==> src/rtl/lib_pkg.sv <==
// Shared definitions for the load/store unit.
// Contents: RV32I load/store funct3 encodings, access-size codes, the
// controller state enum and small decode helpers used by lsu_ctrl and
// lsu_align.
package lib_pkg;

    // Only a 32-bit datapath is supported.
    localparam int unsigned LSU_WIDTH = 32;

    // Load funct3 encodings
    localparam logic [2:0] F3_LB  = 3'b000;
    localparam logic [2:0] F3_LH  = 3'b001;
    localparam logic [2:0] F3_LW  = 3'b010;
    localparam logic [2:0] F3_LBU = 3'b100;
    localparam logic [2:0] F3_LHU = 3'b101;

    // Store funct3 encodings
    localparam logic [2:0] F3_SB  = 3'b000;
    localparam logic [2:0] F3_SH  = 3'b001;
    localparam logic [2:0] F3_SW  = 3'b010;

    // Access size lives in funct3[1:0] for both loads and stores
    localparam logic [1:0] SZ_BYTE = 2'b00;
    localparam logic [1:0] SZ_HALF = 2'b01;
    localparam logic [1:0] SZ_WORD = 2'b10;

    typedef enum logic [1:0] {
        ST_IDLE   = 2'd0,
        ST_ACCESS = 2'd1,
        ST_DONE   = 2'd2
    } lsu_state_t;

    // True when funct3 names a real RV32I load/store.
    function automatic logic f3_legal(input logic is_load, input logic [2:0] f3);
        logic ok;
        if (is_load) begin
            ok = (f3 == F3_LB) || (f3 == F3_LH) || (f3 == F3_LW) ||
                 (f3 == F3_LBU) || (f3 == F3_LHU);
        end else begin
            ok = (f3 == F3_SB) || (f3 == F3_SH) || (f3 == F3_SW);
        end
        return ok;
    endfunction

    // True when the byte offset is not a multiple of the access size.
    function automatic logic is_misaligned(input logic [2:0] f3, input logic [1:0] off);
        logic mis;
        case (f3[1:0])
            SZ_HALF: mis = off[0];
            SZ_WORD: mis = (off != 2'b00);
            default: mis = 1'b0;
        endcase
        return mis;
    endfunction

endpackage

==> src/rtl/lsu_align.sv <==
// Byte-lane steering for the load/store unit (purely combinational).
// Ports:
//   i_funct3  - load/store funct3 (size in [1:0], unsigned flag in [2])
//   i_offset  - byte address bits [1:0]
//   i_wdata   - right-justified store data
//   i_rdata   - full memory word read data
//   o_be      - byte-lane enables for the access size and offset
//   o_wdata   - store data replicated across all lanes
//   o_rdata   - load data shifted down and sign/zero extended
// Low offset bits that do not fit the access size are treated as zero,
// so a misaligned halfword/word falls back to the naturally aligned one.
module lsu_align
    import lib_pkg::*;
#(
    parameter int unsigned WIDTH = LSU_WIDTH
) (
    input  logic [2:0]         i_funct3,
    input  logic [1:0]         i_offset,
    input  logic [WIDTH-1:0]   i_wdata,
    input  logic [WIDTH-1:0]   i_rdata,
    output logic [WIDTH/8-1:0] o_be,
    output logic [WIDTH-1:0]   o_wdata,
    output logic [WIDTH-1:0]   o_rdata
);

    localparam int unsigned BE_W = WIDTH / 8;

    logic [1:0]       w_off_eff;
    logic [WIDTH-1:0] w_shift;

    // Effective lane offset after dropping size-misaligned bits
    always_comb begin
        w_off_eff = 2'b00;
        case (i_funct3[1:0])
            SZ_BYTE: w_off_eff = i_offset;
            SZ_HALF: w_off_eff = {i_offset[1], 1'b0};
            default: w_off_eff = 2'b00;
        endcase
    end

    // Lane enables and replicated store data
    always_comb begin
        o_be    = '1;
        o_wdata = i_wdata;
        case (i_funct3[1:0])
            SZ_BYTE: begin
                o_be    = BE_W'(1) << w_off_eff;
                o_wdata = {(BE_W){i_wdata[7:0]}};
            end
            SZ_HALF: begin
                o_be    = BE_W'(3) << w_off_eff;
                o_wdata = {(BE_W/2){i_wdata[15:0]}};
            end
            default: begin
                o_be    = '1;
                o_wdata = i_wdata;
            end
        endcase
    end

    // Right-justify the addressed lanes, then extend
    always_comb begin
        w_shift = i_rdata >> {w_off_eff, 3'b000};
        o_rdata = '0;
        case (i_funct3)
            F3_LB:   o_rdata = {{(WIDTH-8){w_shift[7]}}, w_shift[7:0]};
            F3_LH:   o_rdata = {{(WIDTH-16){w_shift[15]}}, w_shift[15:0]};
            F3_LW:   o_rdata = w_shift;
            F3_LBU:  o_rdata = {{(WIDTH-8){1'b0}}, w_shift[7:0]};
            F3_LHU:  o_rdata = {{(WIDTH-16){1'b0}}, w_shift[15:0]};
            default: o_rdata = '0;
        endcase
    end

endmodule

==> src/rtl/lsu_ctrl.sv <==
// Load/store controller: accepts one core request at a time, issues a
// single word-aligned memory access and returns a one-cycle response.
// Ports:
//   clk, rst                    - clock, synchronous active-high reset
//   req_valid/req_ready         - request handshake (ready only in IDLE)
//   req_load/funct3/addr/wdata  - request payload
//   resp_valid/rdata/fault      - one-cycle completion pulse and result
//   mem_req/we/addr/be/wdata    - memory command, held until mem_ack
//   mem_ack/mem_rdata           - memory completion and read word
// Build option: LSU_MISALIGN_TRAP_EN - misaligned halfword/word accesses
// fault without touching memory; when undefined they are forced aligned.
module lsu_ctrl
    import lib_pkg::*;
#(
    parameter int unsigned WIDTH = LSU_WIDTH
) (
    input  logic               clk,
    input  logic               rst,
    input  logic               req_valid,
    output logic               req_ready,
    input  logic               req_load,
    input  logic [2:0]         req_funct3,
    input  logic [WIDTH-1:0]   req_addr,
    input  logic [WIDTH-1:0]   req_wdata,
    output logic               resp_valid,
    output logic [WIDTH-1:0]   resp_rdata,
    output logic               resp_fault,
    output logic               mem_req,
    output logic               mem_we,
    output logic [WIDTH-1:0]   mem_addr,
    output logic [WIDTH/8-1:0] mem_be,
    output logic [WIDTH-1:0]   mem_wdata,
    input  logic               mem_ack,
    input  logic [WIDTH-1:0]   mem_rdata
);

    localparam int unsigned BE_W = WIDTH / 8;

    lsu_state_t r_state;
    lsu_state_t w_state_nxt;

    // Captured request attributes needed for load extension
    logic       r_load;
    logic [2:0] r_funct3;
    logic [1:0] r_offset;

    // Registered outputs
    logic             r_req_ready;
    logic             r_resp_valid;
    logic [WIDTH-1:0] r_resp_rdata;
    logic             r_resp_fault;
    logic             r_mem_req;
    logic             r_mem_we;
    logic [WIDTH-1:0] r_mem_addr;
    logic [BE_W-1:0]  r_mem_be;
    logic [WIDTH-1:0] r_mem_wdata;

    logic             w_accept;
    logic             w_illegal;
    logic             w_misalign;
    logic             w_fault;
    logic             w_req_ready_nxt;
    logic             w_mem_req_nxt;
    logic             w_resp_valid_nxt;
    logic [2:0]       w_al_funct3;
    logic [1:0]       w_al_offset;
    logic [BE_W-1:0]  w_be;
    logic [WIDTH-1:0] w_wdata;
    logic [WIDTH-1:0] w_rdata;

    assign w_accept  = (r_state == ST_IDLE) && req_valid;
    assign w_illegal = !f3_legal(req_load, req_funct3);

`ifdef LSU_MISALIGN_TRAP_EN
    assign w_misalign = is_misaligned(req_funct3, req_addr[1:0]);
`else
    assign w_misalign = 1'b0;
`endif

    assign w_fault = w_illegal | w_misalign;

    // One aligner serves both phases: request fields while IDLE (to build
    // the memory command), captured fields afterwards (to extend the load).
    assign w_al_funct3 = (r_state == ST_IDLE) ? req_funct3    : r_funct3;
    assign w_al_offset = (r_state == ST_IDLE) ? req_addr[1:0] : r_offset;

    lsu_align #(
        .WIDTH(WIDTH)
    ) u_align (
        .i_funct3 (w_al_funct3),
        .i_offset (w_al_offset),
        .i_wdata  (req_wdata),
        .i_rdata  (mem_rdata),
        .o_be     (w_be),
        .o_wdata  (w_wdata),
        .o_rdata  (w_rdata)
    );

    // State register
    always_ff @(posedge clk) begin
        if (rst) begin
            r_state <= ST_IDLE;
        end else begin
            r_state <= w_state_nxt;
        end
    end

    // Next-state logic; mem_ack only matters in ACCESS
    always_comb begin
        w_state_nxt = r_state;
        case (r_state)
            ST_IDLE: begin
                if (req_valid) begin
                    w_state_nxt = w_fault ? ST_DONE : ST_ACCESS;
                end
            end
            ST_ACCESS: begin
                if (mem_ack) begin
                    w_state_nxt = ST_DONE;
                end
            end
            ST_DONE: w_state_nxt = ST_IDLE;
            default: w_state_nxt = ST_IDLE;
        endcase
    end

    // Output decode from the next state so the registered outputs line up
    // with the state they describe.
    always_comb begin
        w_req_ready_nxt  = 1'b0;
        w_mem_req_nxt    = 1'b0;
        w_resp_valid_nxt = 1'b0;
        case (w_state_nxt)
            ST_IDLE:   w_req_ready_nxt  = 1'b1;
            ST_ACCESS: w_mem_req_nxt    = 1'b1;
            ST_DONE:   w_resp_valid_nxt = 1'b1;
            default:   w_req_ready_nxt  = 1'b1;
        endcase
    end

    // Handshake/status output registers
    always_ff @(posedge clk) begin
        if (rst) begin
            r_req_ready  <= 1'b1;
            r_mem_req    <= 1'b0;
            r_resp_valid <= 1'b0;
            r_resp_fault <= 1'b0;
        end else begin
            r_req_ready  <= w_req_ready_nxt;
            r_mem_req    <= w_mem_req_nxt;
            r_resp_valid <= w_resp_valid_nxt;
            // A fault goes straight to DONE, so it is only high with resp_valid
            r_resp_fault <= w_accept & w_fault;
        end
    end

    // Request capture, memory command and load data registers
    always_ff @(posedge clk) begin
        if (rst) begin
            r_load       <= 1'b0;
            r_funct3     <= 3'b000;
            r_offset     <= 2'b00;
            r_resp_rdata <= '0;
            r_mem_we     <= 1'b0;
            r_mem_addr   <= '0;
            r_mem_be     <= '0;
            r_mem_wdata  <= '0;
        end else begin
            if (w_accept) begin
                r_load       <= req_load;
                r_funct3     <= req_funct3;
                r_offset     <= req_addr[1:0];
                r_resp_rdata <= '0;
                if (w_fault) begin
                    r_mem_we    <= 1'b0;
                    r_mem_addr  <= '0;
                    r_mem_be    <= '0;
                    r_mem_wdata <= '0;
                end else begin
                    r_mem_we    <= ~req_load;
                    r_mem_addr  <= {req_addr[WIDTH-1:2], 2'b00};
                    r_mem_be    <= w_be;
                    r_mem_wdata <= req_load ? '0 : w_wdata;
                end
            end
            if ((r_state == ST_ACCESS) && mem_ack) begin
                r_resp_rdata <= r_load ? w_rdata : '0;
            end
        end
    end

    assign req_ready  = r_req_ready;
    assign resp_valid = r_resp_valid;
    assign resp_rdata = r_resp_rdata;
    assign resp_fault = r_resp_fault;
    assign mem_req    = r_mem_req;
    assign mem_we     = r_mem_we;
    assign mem_addr   = r_mem_addr;
    assign mem_be     = r_mem_be;
    assign mem_wdata  = r_mem_wdata;

endmodule
==> config.mk <==
export PLATFORM = sky130hd
export DESIGN_NAME = lsu_ctrl
export DESIGN_NICKNAME = d
export VERILOG_FILES = /design/src/rtl/lib_pkg.sv /design/src/rtl/lsu_align.sv /design/src/rtl/lsu_ctrl.sv
export SDC_FILE = /design/constraint.sdc
export NUM_CORES = 1
export LEC_CHECK = 0
export ABC_AREA = 1
export BUFFER_PORTS_ARGS = -buffer_cell sky130_fd_sc_hd__buf_2
export CORE_MARGIN = 2
export CORE_UTILIZATION = 30
export CTS_CLUSTER_SIZE = 20
export DETAILED_ROUTE_END_ITERATION = 16
export PLACE_DENSITY = 0.59
export REMOVE_ABC_BUFFERS = 1
export SYNTH_ARGS = -nofsm -noshare
export SYNTH_HDL_FRONTEND = slang
export SYNTH_SLANG_ARGS = --single-unit
==> constraint.sdc <==
create_clock -name clk -period 3.2 [get_ports clk]
set_input_delay 0.32 -clock clk [delete_from_list [all_inputs] [get_ports clk]]
set_output_delay 0.32 -clock clk [all_outputs]
set_load 0.02 [all_outputs]
# Word level (Yosys, flattened, before mapping)
# Index checks and enable logic that the tools add are counted.
# op_classes
mux	22
bitwise_logic	2
shift	3
n_eq_ne	12
n_reduce_logical	13
# op_table
cell	count
32-bit two-way mux	6
32-bit one-hot mux with 5 select lines	1
32-bit one-hot mux with 2 select lines	1
32-bit by 5-bit >> shifter with 32-bit output	1
3-bit equality test, second input constant	4
2-bit two-way mux	4
2-bit one-hot mux with 2 select lines	2
4-bit one-hot mux with 2 select lines	1
2-bit by 1-bit equality test with 1-bit output, second input constant	3
3-bit by 1-bit equality test with 1-bit output, second input constant	2
3-bit by 2-bit equality test with 1-bit output, second input constant	2
3-bit zero test	2
1-bit two-way mux	5
2-bit zero test	2
1-bit logical OR	4
4-bit two-way mux	1
1-bit by 2-bit << shifter with 4-bit output, first input constant	1
2-bit by 2-bit << shifter with 4-bit output, first input constant	1
3-bit two-way mux	1
2-bit equality test, second input constant	1
1-bit logical AND	2
2-bit nonzero test	1
2-bit OR reduction	1
1-bit bitwise AND	1
other kinds (2)	2
# word_totals
regBits	113
out_inout_bits	105
in_bits	104
word_cells	65

# Depth between registers and ports, before layout
# logic_depth
depth_word	12
mapped_depth	13
ltp_nobuf	12

# Hierarchy
# A second synthesis with hierarchy kept.
# hier_totals
hier_cells	847
area_unflattened_um2	5726.7
# by_module_without_submodules
module	area_per_inst_um2	instances	cells_per_inst
lsu_ctrl	4404.2	1	586
lsu_align	1322.5	1	261

# Least setup slack after synthesis
# Ideal clock, no wire load.
# synth_timing
path_kind	input port to flip-flop
start	input port req_funct3[0]
end	register r_req_ready, in the netlist req_ready
path_buffers	0
setup_time_ps	123
stages	10
arrival_time_ps	1699
setup_slack_ps	1378
cell_sequence	inv_1 o21ai_0 o21ai_0 inv_1 nor2_1 inv_1 nand2_1 inv_1 ha_1 or2_2
# synth_via
elab_chain_len	12
elab_cells_between_ends	17
cone_classes	6 x eq/ne; 5 x mux; 6 x reduce/logical
# synth_lines
element	line_no	text
from (decl)	lsu_ctrl.sv:22	input logic [2:0] req_funct3,
3-bit by 1-bit equality test with 1-bit output / 3-bit zero test (equally long branches)	lib_pkg.sv:37, lib_pkg.sv:40	
1-bit logical OR (2 in a row)	lib_pkg.sv:37, lib_pkg.sv:40	
1-bit logical OR	lib_pkg.sv:37	ok = (f3 == F3_LB) || (f3 == F3_LH) || (f3 == F3_LW) ||
1-bit logical OR	lib_pkg.sv:38	(f3 == F3_LBU) || (f3 == F3_LHU);
1-bit two-way mux (*)	lib_pkg.sv:36	if (is_load) begin
2-bit two-way mux (*)	lsu_ctrl.sv:114	w_state_nxt = w_fault ? ST_DONE : ST_ACCESS;
2-bit two-way mux (*)	lsu_ctrl.sv:113	if (req_valid) begin
2-bit one-hot mux with 2 select lines (*)	lsu_ctrl.sv:111	case (r_state)
named net w_state_nxt[0]	lsu_ctrl.sv:40	lsu_state_t w_state_nxt;
2-bit equality test / 2-bit by 1-bit equality test with 1-bit output (equally long branches)	lsu_ctrl.sv:133	case (w_state_nxt)
2-bit OR reduction (no source line) (*)	n/a	
1-bit two-way mux (*)	lsu_ctrl.sv:133	
named net w_req_ready_nxt	lsu_ctrl.sv:62	logic w_req_ready_nxt;
to (signal assigned)	lsu_ctrl.sv:149	r_req_ready <= w_req_ready_nxt;
to (decl)	lsu_ctrl.sv:48	logic r_req_ready;
# Mark *: on every way through the listed nets, which the timed path passes. The rest lies on a longest branch.
# A chain may end at the register's enable or synchronous reset.

# Final worst setup path
# layout_timing
start	register r_state[0]
end	register r_resp_rdata[15], in the netlist resp_rdata[15]
# layout_via
elab_chain_len	8
elab_cells_between_ends	19
cone_classes	6 x eq/ne; 1 x shift; 6 x mux; 6 x reduce/logical
# layout_lines
element	line_no	text
from (decl)	lsu_ctrl.sv:39	lsu_state_t r_state;
from (signal assigned)	lsu_ctrl.sv:104	r_state <= w_state_nxt;
2-bit zero test	lsu_ctrl.sv:71, lsu_ctrl.sv:84, lsu_ctrl.sv:85	
3-bit two-way mux	lsu_ctrl.sv:84	assign w_al_funct3 = (r_state == ST_IDLE) ? req_funct3 : r_funct3;
2-bit by 1-bit equality test with 1-bit output / 2-bit zero test (equally long branches)	lsu_align.sv:34	case (i_funct3[1:0])
2-bit one-hot mux with 2 select lines	lsu_align.sv:34	
32-bit by 5-bit >> shifter with 32-bit output	lsu_align.sv:63	w_shift = i_rdata >> {w_off_eff, 3'b000};
32-bit one-hot mux with 5 select lines	lsu_align.sv:65	case (i_funct3)
32-bit two-way mux	lsu_ctrl.sv:187	r_resp_rdata <= r_load ? w_rdata : '0;
32-bit two-way mux	lsu_ctrl.sv:186	if ((r_state == ST_ACCESS) && mem_ack) begin
to (signal assigned)	lsu_ctrl.sv:187	
to (decl)	lsu_ctrl.sv:50	logic [WIDTH-1:0] r_resp_rdata;
# Parallel ways exist; a longest one is shown, timed or not.

==> flow_summary.yaml <==
sta:
  fin_crit_sh: 0.751
  period_needed_ns: 2.40
  skew_ns: 0.00669
  rsz0062_at_grt: "no"
  tightest_slew_ns: 0.657
  slew_violations: 0
  setup_viol: 0
  setup_ws_ns: 0.796
  clock.fmax_mhz: 416
  slew-limit-headroom: 0.561
  hold_viol_final: 0
worst_setup_path:
  cpPeakStageDelay_ns: 0.50
  timing.rr.start: "r_state[0]"
  crit_start: "r_state[0]"
  worstSetupStartpointType: "register"
  required_ns: 3.41
  end_kind: "register"
  critPathMostFrequentCell: "nor2_4"
  crit_end: "resp_rdata[15]"
  reg2reg_depth: 9
  path_max_fanout: 24
  crit_slowest_cell: "o21ai_2"
  path_depth: 9
  crit_type: "reg -> reg"
  path_cells: "nor2_4 > o21ai_2 > nor2_4 > inv_2 > nand3_2 > nand3_4 > o21ai_0 > nand2_1 > a21oi_1"
  crit_buf_inv: 1
  critPathTopFamily: "simple AND/OR/NAND/NOR gates"
  reg2reg_slack_ns: 0.80
  cp.arrival_ns: 2.61
  reg2reg_to: "resp_rdata[15]"
clock_network:
  clock_path_buffers: 2
  clk_pin_slew_ns: 0.07
  cts-resized-gates: 0
  ctsHoldBuffers: 0
  cts_setup_buffers: 0
  clockRootBuffer: "clkbuf_16"
  cts_tree: "built"
  cts_buffers: 9
  worstSkewPairLatency_ns: 0.35
  cts_max_level: 3
  clock-sinks: 111
drt:
  wl_um: 14900
  drtAntennaViolNets: 0
  vias: 5110
  wl_per_cell_um: 13.5
  drc: 0
  drt_pass1_iterations: 4
  drt_iter0_markers: 289
  viasPerCell: 4.62
status:
  status: "completed"
floorplan:
  core_um2: 16600
  die_w_um: 134
  dieArea_um2: 18000
  num_io_pins: 209
  rows: 47
  dieHeight_um: 134
  start_util: 0.306
yosys:
  synth-xor-area-share: 0
  yosys_register_bits: 111
  synth_common_cells: "nand2_1, a21oi_1, dfxtp_1"
  syn-instance-count: 704
  synthFlopType: "dfxtp_1"
  synth_compound_area_frac: 0.201
  syn_area_um2: 5080
  synth_top_family_by_area: "simple AND/OR/NAND/NOR gates"
  yosysUniqueCellTypes: 31
  yosysMostFrequentCell: "nand2_1"
  yosysTopAreaCell: "dfxtp_1"
  yosys_warnings: 0
  syn_area_per_cell_um2: 7.21
  synthSimpleGateAreaFrac: 0.280
  synthMuxAreaShare: 0
  synth_edf_count: 0
  postSynth.asyncResetShare: 0
  ys_seq_area_frac: 0.438
  ys_top_cells_by_area: "dfxtp_1, nand2_1, a21oi_1"
  yosysTopAreaCellShare: 0.438
  yosys.area_share.adder: 0.00493
layout:
  drive_above_1_share: 0.307
  area_growth_syn_to_layout_pct: 29.0
  antenna_cells: 0
  design_area_um2: 6550
  final_nets: 989
pwr:
  power.density_nw_per_um2: 501
  p_leak_nw: 3.05
  peakVddDrop_v: 0.000281
global_route:
  grt_max_degree: 60
  grt_pass1_wl_um: 24300
  antenna_found_initial: 0
  grt_pass1_vias: 4765
  overflow: 0
  grt_usage: 0.167
run:
  maxCapViolCount: 0
placement:
  gp_congestion: 0.775
  placed_area_um2: 6240
  port_buffers: 206
  place_hpwl_um: 10400
  post-place-ws_ns: 0.763
hold_path:
  hold_class: "in -> reg"
## routing by layer
metal / vias up / GRT usage / part of all wire
li1: 2678 / - / -
met1: 2236 / 0.224 / 0.45
met2: 188 / 0.264 / 0.45
met3: 8 / 0.0480 / 0.088
met4: 0 / 0.0439 / 0.010
met5: - / 0 / 0
## metrics by stage
stage | hold slack [ns] | setup TNS (ns) | util | total power [mW] | cells
CTS | 0.189 | 0 | 0.395 | 3.34 | 1107
finish | 0.208 | 0 | 0.395 | 3.28 | 1107
global route | 0.200 | 0 | 0.395 | 3.49 | 1107
global placement | 0.449 | 0 | 0.376 | 2.15 | 1092
detailed placement | 0.453 | 0 | 0.376 | 2.15 | 1092
floorplan | 0.382 | -7.79 | - | 1.90 | 656
## cell type report
| cell class | count | area, um^2 |
|---|---|---|
| fillers | 1830 | 10000 |
| multi-input cells | 506 | 2490 |
| flip-flops and latches | 111 | 2220 |
| repair buffers | 216 | 1110 |
| well taps | 220 | 275 |
| clock buffers | 11 | 253 |
| inverters | 39 | 146 |
| clock inverters | 4 | 53.8 |
## worst register-to-register path, stage by stage, from the launching register on
cell     delay, ns
dfxtp_1       0.40
nor2_4        0.10
o21ai_2       0.50
nor2_4        0.21
inv_2         0.33
nand3_2       0.17
nand3_4       0.26
o21ai_0       0.15
nand2_1       0.08
a21oi_1       0.06
## cells in the final DEF (no fill, tap or decap), types with 3 or more instances in the layout
cell	instances
nand2_1	245
buf_2	205
a21oi_1	115
dfxtp_1	111
inv_1	36
o211ai_1	35
nand3_1	24
o21ai_0	18
nor2_1	11
nand3_2	11
buf_4	11
or2_2	9
clkbuf_16	9
o22ai_1	8
nand2_2	6
nor2_2	4
a211oi_1	3
## worst min path at each step
stage / slack, ns / endpoint / cells after the start / from
after CTS: 0.19 / mem_addr[14] / 3 / req_addr[14]
after global placement: 0.45 / mem_addr[7] / 2 / mem_addr[7]
final: 0.21 / mem_addr[14] / 3 / req_addr[14]
after detailed placement: 0.45 / mem_addr[17] / 2 / mem_addr[17]
after global routing: 0.20 / mem_addr[2] / 3 / req_addr[2]
after floorplan: 0.38 / resp_rdata[27] / 1 / rst
## logic make-up (layout without fill, tap and decap cells)
group	Yosys count	in the layout
fa+ha+maj	2	2
simple gates	321	321
flops	111	111
other cells	1	2
buf+inv	88	270
compound gates	181	181
## where the power goes
part | total, mW | internal, mW | switching, mW
Combinational | 0.661 | 0.219 | 0.442
Clock | 1.17 | 0.649 | 0.520
Sequential | 1.45 | 1.43 | 0.0231
Total | 3.28 | 2.30 | 0.985
## flip-flops by register name, indices dropped and copies added, names as in the netlist
signal	cells
mem_addr	30
r_load	1
req_ready	1
r_state	2
r_funct3	3
resp_valid	1
mem_req	1
mem_wdata	32
mem_we	1
r_offset	2
resp_fault	1
resp_rdata	32
mem_be	4
(Power assumes the default switching activity.)
